$ cat config.mk
export PLATFORM = sky130hd
export DESIGN_NAME = decode_issue
export DESIGN_NICKNAME = d
export VERILOG_FILES = /design/src/rtl/decode_issue.sv
export SDC_FILE = /design/constraint.sdc
export NUM_CORES = 2
export LEC_CHECK = 0
export ABC_CLOCK_PERIOD_IN_PS = 14000
export CAP_MARGIN = 20
export CORE_UTILIZATION = 30
export CTS_CLUSTER_DIAMETER = 120
export DETAILED_ROUTE_END_ITERATION = 10
export PLACE_DENSITY = 0.47
export SLEW_MARGIN = 30
export SYNTH_ARGS = -nofsm -noshare
export SYNTH_HDL_FRONTEND = slang
export SYNTH_SLANG_ARGS = --single-unit
$ cat constraint.sdc
create_clock -name clk -period 14 [get_ports clk]
set_input_delay 2.8 -clock clk [delete_from_list [all_inputs] [get_ports clk]]
set_output_delay 2.8 -clock clk [all_outputs]
set_load 0.02 [all_outputs]
$ cat src/rtl/decode_issue.sv
// decode_issue: decode/issue stage holding the register file and a multi-writer pending scoreboard.
// Latency: one cycle from accept (in_valid && in_ready) to out_valid; outputs are registered.
// Backpressure: in_ready drops on RAW hazard, full pending counter, flush, reset or a held output.
// Optional: define DECODE_WB_BYPASS_EN to make a same-cycle WB write visible to decode.

`ifndef ALU_NOP
`define ALU_NOP 6'd0
`endif
`ifndef OP_TYPE_NONE
`define OP_TYPE_NONE 2'd0
`endif
`ifndef OP_TYPE_REG
`define OP_TYPE_REG 2'd1
`endif

module decode_issue #(
   parameter int XLEN         = 32,
   parameter int NREG         = 32,
   parameter int RA_W         = $clog2(NREG),
   parameter int MAX_INFLIGHT = 3
) (
   input  logic            clk,
   input  logic            rstd,
   input  logic            in_valid,
   output logic            in_ready,
   input  logic [XLEN-1:0] in_pc,
   input  logic [RA_W-1:0] in_rs1_addr,
   input  logic [RA_W-1:0] in_rs2_addr,
   input  logic [RA_W-1:0] in_rd_addr,
   input  logic [XLEN-1:0] in_imm,
   input  logic [5:0]      in_alu_code,
   input  logic [1:0]      in_op1_type,
   input  logic [1:0]      in_op2_type,
   input  logic            in_w_enable,
   input  logic            in_is_load,
   input  logic            in_is_store,
   input  logic            in_is_halt,
   input  logic            flush,
   input  logic            wb_enable,
   input  logic [RA_W-1:0] wb_addr,
   input  logic [XLEN-1:0] wb_data,
   output logic            out_valid,
   input  logic            out_ready,
   output logic [XLEN-1:0] DE_pc,
   output logic [XLEN-1:0] DE_rs1_data,
   output logic [XLEN-1:0] DE_rs2_data,
   output logic [XLEN-1:0] DE_imm,
   output logic [RA_W-1:0] DE_rd_addr,
   output logic [5:0]      DE_alu_code,
   output logic [1:0]      DE_alu_op1_type,
   output logic [1:0]      DE_alu_op2_type,
   output logic            DE_w_enable,
   output logic            DE_is_load,
   output logic            DE_is_store,
   output logic            DE_is_halt
);

   localparam int            PW        = $clog2(MAX_INFLIGHT + 1);
   localparam logic [PW-1:0] PEND_ONE  = PW'(1);
   localparam logic [PW-1:0] PEND_MAX  = PW'(MAX_INFLIGHT);
   localparam logic [PW-1:0] PEND_NEAR = PW'(MAX_INFLIGHT - 1);

   logic [XLEN-1:0] r_rf   [NREG];
   logic [PW-1:0]   r_pend [NREG];

   logic            w_use1, w_use2, w_wb_wr, w_accept, w_issue, w_inc;
   logic            w_de_wr1, w_de_wr2, w_de_wrd;
   logic            w_pend1, w_pend2, w_busy1, w_busy2, w_full, w_hazard;
   logic [XLEN-1:0] w_rs1_data, w_rs2_data;

   assign w_use1  = (in_op1_type == `OP_TYPE_REG);
   assign w_use2  = (in_op2_type == `OP_TYPE_REG) || in_is_store;
   assign w_wb_wr = wb_enable && (wb_addr != '0) && !rstd;

   // A writer parked in the output register is not yet counted in r_pend but still owns its rd.
   assign w_de_wr1 = out_valid && DE_w_enable && (DE_rd_addr == in_rs1_addr);
   assign w_de_wr2 = out_valid && DE_w_enable && (DE_rd_addr == in_rs2_addr);
   assign w_de_wrd = out_valid && DE_w_enable && (DE_rd_addr == in_rd_addr);

`ifdef DECODE_WB_BYPASS_EN
   // The last outstanding write retiring this cycle no longer blocks a reader.
   assign w_pend1 = (r_pend[in_rs1_addr] != '0) &&
                    !((r_pend[in_rs1_addr] == PEND_ONE) && w_wb_wr && (wb_addr == in_rs1_addr));
   assign w_pend2 = (r_pend[in_rs2_addr] != '0) &&
                    !((r_pend[in_rs2_addr] == PEND_ONE) && w_wb_wr && (wb_addr == in_rs2_addr));
   assign w_rs1_data = (in_rs1_addr == '0) ? '0 :
                       (w_wb_wr && (wb_addr == in_rs1_addr)) ? wb_data : r_rf[in_rs1_addr];
   assign w_rs2_data = (in_rs2_addr == '0) ? '0 :
                       (w_wb_wr && (wb_addr == in_rs2_addr)) ? wb_data : r_rf[in_rs2_addr];
`else
   assign w_pend1    = (r_pend[in_rs1_addr] != '0);
   assign w_pend2    = (r_pend[in_rs2_addr] != '0);
   assign w_rs1_data = (in_rs1_addr == '0) ? '0 : r_rf[in_rs1_addr];
   assign w_rs2_data = (in_rs2_addr == '0) ? '0 : r_rf[in_rs2_addr];
`endif

   assign w_busy1 = (in_rs1_addr != '0) && (w_pend1 || w_de_wr1);
   assign w_busy2 = (in_rs2_addr != '0) && (w_pend2 || w_de_wr2);

   // Count the parked writer too, so its later issue can never push the counter past the limit.
   assign w_full = in_w_enable && (in_rd_addr != '0) &&
                   ((r_pend[in_rd_addr] == PEND_MAX) ||
                    ((r_pend[in_rd_addr] == PEND_NEAR) && w_de_wrd));

   assign w_hazard = (w_use1 && w_busy1) || (w_use2 && w_busy2) || w_full;
   assign in_ready = !rstd && !flush && !w_hazard && (!out_valid || out_ready);
   assign w_accept = in_valid && in_ready;
   assign w_issue  = out_valid && out_ready && !flush;
   assign w_inc    = w_issue && DE_w_enable && (DE_rd_addr != '0);

   // Output register: load on accept, hold under backpressure, clear valid on drain or flush.
   always_ff @(posedge clk) begin
      if (rstd) begin
         out_valid       <= 1'b0;
         DE_pc           <= '0;
         DE_rs1_data     <= '0;
         DE_rs2_data     <= '0;
         DE_imm          <= '0;
         DE_rd_addr      <= '0;
         DE_alu_code     <= `ALU_NOP;
         DE_alu_op1_type <= `OP_TYPE_NONE;
         DE_alu_op2_type <= `OP_TYPE_NONE;
         DE_w_enable     <= 1'b0;
         DE_is_load      <= 1'b0;
         DE_is_store     <= 1'b0;
         DE_is_halt      <= 1'b0;
      end else if (flush) begin
         out_valid <= 1'b0;
      end else if (w_accept) begin
         out_valid       <= 1'b1;
         DE_pc           <= in_pc;
         DE_rs1_data     <= w_rs1_data;
         DE_rs2_data     <= w_rs2_data;
         DE_imm          <= in_imm;
         DE_rd_addr      <= in_rd_addr;
         DE_alu_code     <= in_alu_code;
         DE_alu_op1_type <= in_op1_type;
         DE_alu_op2_type <= in_op2_type;
         DE_w_enable     <= in_w_enable;
         DE_is_load      <= in_is_load;
         DE_is_store     <= in_is_store;
         DE_is_halt      <= in_is_halt;
      end else if (out_ready) begin
         out_valid <= 1'b0;
      end
   end

   // Register file: WB writes land at the clock edge; x0 is never written.
   always_ff @(posedge clk) begin
      if (rstd) begin
         for (int i = 0; i < NREG; i++) r_rf[i] <= '0;
      end else if (w_wb_wr) begin
         r_rf[wb_addr] <= wb_data;
      end
   end

   // Pending-write counters: +1 on issue of a writer, -1 on its WB, unchanged when both coincide.
   always_ff @(posedge clk) begin
      if (rstd) begin
         for (int i = 0; i < NREG; i++) r_pend[i] <= '0;
      end else begin
         for (int i = 1; i < NREG; i++) begin
            if (w_inc && (DE_rd_addr == RA_W'(i)) && !(w_wb_wr && (wb_addr == RA_W'(i))))
               r_pend[i] <= r_pend[i] + PEND_ONE;
            else if (w_wb_wr && (wb_addr == RA_W'(i)) && !(w_inc && (DE_rd_addr == RA_W'(i))) &&
                     (r_pend[i] != '0))
               r_pend[i] <= r_pend[i] - PEND_ONE;
         end
      end
   end

   // A writeback must always retire a write that was previously issued.
   a_wb_underflow: assert property (@(posedge clk) disable iff (rstd)
      !(w_wb_wr && (r_pend[wb_addr] == '0) && !(w_inc && (DE_rd_addr == wb_addr))));

endmodule
Yosys cells after proc, flatten, opt, wreduce, memory -nomap -nowiden. Memories as Yosys holds them, arrays and structs flattened. Index checks and enable logic that the tools add are counted.

Register bits: 148. Latch bits: 0. Memory bits (writable): 1088. Bits in read-only memories: 0. Bits of input ports: 136. Output and inout bits: 149. Memories: 2.

Add/sub/neg operators: 62. Multiply operators: 0. Divide/modulo/power cells: 0. Order comparisons: 0. Eq/ne operators: 69. Shifts and indexed selects: 0. Multiplexer cells: 291. Bitwise operators: 63. Reduce and logical (&&, ||, !) cells: 293.

Memory list: r_rf (words 32, width 32, read ports 2, clocked after memory_dff 0, wr ports 32, line 63) `logic [XLEN-1:0] r_rf [NREG];`; r_pend (words 32, width 2, read ports 34, clocked after memory_dff 0, wr ports 32, line 64) `logic [PW-1:0] r_pend [NREG];`.

Operator list (count): 2-to-1 mux 1 bit (225); logical AND 1 bit (176); equality test 5 bit, second input constant (32); 2-to-1 mux 2 bit (62); 2-to-1 mux 32 bit (3); equality test 5 x 4 -> 1 bit, second input constant (16); nonzero test 2 bit (34); zero test 1 bit (66); adder 2 x 1 -> 2 bit, second input constant (31); bitwise OR 1 bit (62); subtractor 2 x 1 -> 2 bit, second input constant (31); equality test 5 x 3 -> 1 bit, second input constant (8); OR reduction 32 bit (1); nonzero test 5 bit (5); equality test 5 x 2 -> 1 bit, second input constant (4); equality test 5 bit (3); equality test 5 x 1 -> 1 bit, second input constant (2); zero test 5 bit (2); logical OR 1 bit (7); 2-to-1 mux 5 bit (1); equality test 2 x 1 -> 1 bit, second input constant (2); equality test 2 bit, second input constant (2); AND reduction 2 bit (1); OR reduction 2 bit (1); NOT 1 bit (1).

Longest topological paths before layout.
Depth after elaboration: 13. Gate-level depth with buffers: 11. Mapped depth without buffers: 7.

Least setup slack after synthesis. Ideal clock, no wire load.

Path type: input -> output. Start: input in_rs2_addr[1]. End: output in_ready. Data arrival time: 4392 ps. Required time: 11200 ps. Path slack: 6808 ps. Cell stages on the path: 6. Buffers on the path: 1. Path through: buf_2 > mux4_2 > a221oi_1 > a311oi_1 > o32ai_1 > and3b_1.

Word-level cells in the longest chain between the ends: 10. Elaborated cells between the ends (all ways): 13.

Ends and longest elaborated chain: start, declared (line 28) `input logic [RA_W-1:0] in_rs2_addr,`; memory (32 x 2 bit) or equality test 5 bit (tied branches); nonzero test 2 bit or logical AND 1 bit (tied branches) (line 92, 77); logical OR 1 bit (line 98) `assign w_busy2 = (in_rs2_addr != '0) && (w_pend2 || w_de_wr2);`; logical AND 1 bit * (line 98); logical AND 1 bit * (line 105) `assign w_hazard = (w_use1 && w_busy1) || (w_use2 && w_busy2) || w_full;`; logical OR 1 bit * (2 in series) (line 105); zero test 1 bit * (line 106) `assign in_ready = !rstd && !flush && !w_hazard && (!out_valid || out_ready);`; logical AND 1 bit * (2 in series) (line 106); end, declared (line 25) `output logic in_ready,`.

Mark *: on every way between the ends. The rest lies on a longest branch, timed or not.

Worst setup path after layout. Same ends and word-level chain as after synthesis.

==> flow_metrics.env <==
export IMPL_status="finished clean"
export IMPL_power_per_cell_area_nw_per_um2=120.3
export IMPL_drc=0
export IMPL_start_util_pct=30.27
export IMPL_postLayoutCellArea_um2=75950
export IMPL_cts_sinks=1234
export IMPL_final_cell_mix="1086 x edfxtp_1, 995 x and2_1, 664 x mux4_2"
export IMPL_rsz0062_at_grt="no"
export IMPL_via_per_inst=5.425
export IMPL_ir_drop_mv=0.1407
export IMPL_grt_pass1_wl_mm=340.4
export IMPL_cts_tree="done"
export IMPL_crit_type="in -> out"
export IMPL_drive_gt1_share_pct=26.18
export IMPL_timing_critical_path_arrival_ps=6360
export IMPL_via_count=40670
export IMPL_postCtsSetupBuffers=0
export IMPL_finalSetupTns_ps=0
export IMPL_syn_avg_cell_area_um2=14.88
export IMPL_first_iter_violations=4638
export IMPL_synth_edf_count=1086
export IMPL_synth_cell_types=62
export IMPL_die_h_um=468.1
export IMPL_cp_end_kind="primary output"
export IMPL_grt_busiest_layer="met2"
export IMPL_grt_met3_usage_pct=3.325
export IMPL_hpwl_mm=141.0
export IMPL_path_max_fanout=107
export IMPL_fill_cells=20420
export IMPL_synthCells=4378
export IMPL_grt_pass1_vias=40500
export IMPL_grt_use_met1_pct=29.28
export IMPL_hold_class="reg -> reg"
export IMPL_required_ps=11200
export IMPL_period_share_pct=65.40
export IMPL_crit_path_start_kind="input pin"
export IMPL_ant_nets=0
export IMPL_antenna_found_initial=38
export IMPL_row_count=170
export IMPL_fin_total_pwr_uw=9139
export IMPL_grt_usage_pct=22.45
export IMPL_skew_ps=31.58
export IMPL_cts_hold_buf=0
export IMPL_p_leak_uw=0.02590
export IMPL_routedWlPerCell_um=33.04
export IMPL_drt_first_pass_iters=5
export IMPL_ys_seq_area_share_pct=54.59
export IMPL_use_met2_pct=38.12
export IMPL_synthFlopType="edfxtp_1"
export IMPL_cts_root_buf="clkbuf_16"
export IMPL_cts_buffer_depth=3
export IMPL_period_minus_slack_ps=9156
export IMPL_wirelength_mm=247.6
export IMPL_hold_viol_final=0
export IMPL_async_reset_ff_share_pct=0
export IMPL_cts_resized=0
export IMPL_fp_dieArea_um2=219100
export IMPL_placed_area_um2=71380
export IMPL_gp_congestion=0.8364
export IMPL_maxCapViolCount=0
export IMPL_ios=285
export IMPL_fin_nets=4663
export IMPL_worst_pin_slew_ps=1066
export IMPL_io_buffers=284
export IMPL_synth_seq_cells=1234
export IMPL_fmax_mhz=109.2
export IMPL_coreArea_um2=215300
export IMPL_numCtsBuffers=143
export IMPL_htreeDepth=4
export IMPL_yosysWarnings=0
export IMPL_max_slew_margin_pct=28.96
export IMPL_overflow=0
export IMPL_clkTransAtPathRegs_ps=60
export IMPL_die_x_um=468.1
export IMPL_netlist_area_um2=65160
export IMPL_setup_viol=0
export IMPL_final_common_cell="edfxtp_1"
export IMPL_slew_violations=0
export IMPL_syn2layout_area_growth_pct=16.55
export IMPL_clock_latency_ps=810
export IMPL_grt_max_degree=108
## synthesized netlist by cell type (all sizes together), types with 15 or more instances
cell type	number	share of area, %
edfxtp	1086	50
and2	995	9.6
mux4	664	23
clkbuf	312	1.8
nand2	297	1.7
dfxtp	148	4.5
nor2	122	0.70
mux2	114	2.3
buf	113	0.93
nor2b	92	0.88
o21ai	87	0.67
mux2i	71	1.1
a21oi	28	0.22
nand3	26	0.20
nand3b	23	0.26
nor3	23	0.18
xor2	17	0.23
nand2b	15	0.14
## cells by family after synthesis
| kind of cell | count (synthesis) | synth area share [%] |
|---|---|---|
| muxes | 849 | 26.32 |
| adders and majority gates | 1 | 0.01920 |
| buffers and inverters | 439 | 2.811 |
| AOI/OAI and AO/OA | 181 | 1.694 |
| and+or+nand+nor | 1643 | 14.16 |
| xor gates and xnor gates | 30 | 0.4032 |
| other | 1 | 0.005755 |
| DFF | 1234 | 54.59 |
## critical path, cell delays in order
cell and delay, ps:
buf_8 480, buf_12 690, nand2b_1 270, o22ai_1 100
or3_1 320, a311oi_1 410, o32ai_1 180, and3b_1 250
clkdlybuf4s50_1 670
## registers in the layout, summed over array words and instances, names as in the netlist
signal           count
DE_rs2_data         32
DE_is_store          1
DE_alu_op1_type      2
DE_imm              32
DE_rd_addr           5
DE_is_load           1
r_rf              1024
DE_alu_op2_type      2
DE_is_halt           1
DE_rs1_data         32
DE_alu_code          6
out_valid            1
DE_pc               32
r_pend              62
DE_w_enable          1
## layout make-up
class	count	area [um^2]	area share [%]
antenna	21	52.55	0.06919
clock inverter	68	603.1	0.7941
tap	2838	3551	4.675
sequential	1234	35570	46.84
multi-input combinational	2736	28440	37.45
inverter	14	62.56	0.08237
clock buffer	188	3894	5.127
timing repair buffer	397	3771	4.965
## power by group
part	internal, uW	switching, uW
clock network	2080	1620
registers	4200	111
logic	506	627
## through the flow
stage / hold WS (ps) / std cells / util [%] / setup WS, ps
floorplan: 536.4 / 4409 / - / 6808
global placement: 447.9 / 7210 / 33.12 / 4860
detailed placement: 455.4 / 7217 / 33.16 / 4813
CTS: 464.3 / 7473 / 35.25 / 4801
global route: 479.6 / 7483 / 35.27 / 4745
finish: 460.4 / 7496 / 35.28 / 4844
## worst paths after layout
kind	start	to	slack [ps]	depth (start not counted)
setup reg to reg	DE_rd_addr[0]	DE_imm[8]	9830	10
hold / removal	DE_rs2_data[13]	DE_rs2_data[13]	460	2
hold reg to reg	DE_rs2_data[13]	DE_rs2_data[13]	460	2
setup / recovery	in_rs2_addr[1]	in_ready	4840	9
## layer usage
layer	share of wire, %	vias to the layer above	wire [um]
li1	-	16890	-
met1	40	21790	99540
met2	50	1665	124300
met3	6.4	325	15890
met4	3.2	4	7841
met5	0.011	-	27
No activity file was read; power rests on OpenSTA's default activity.
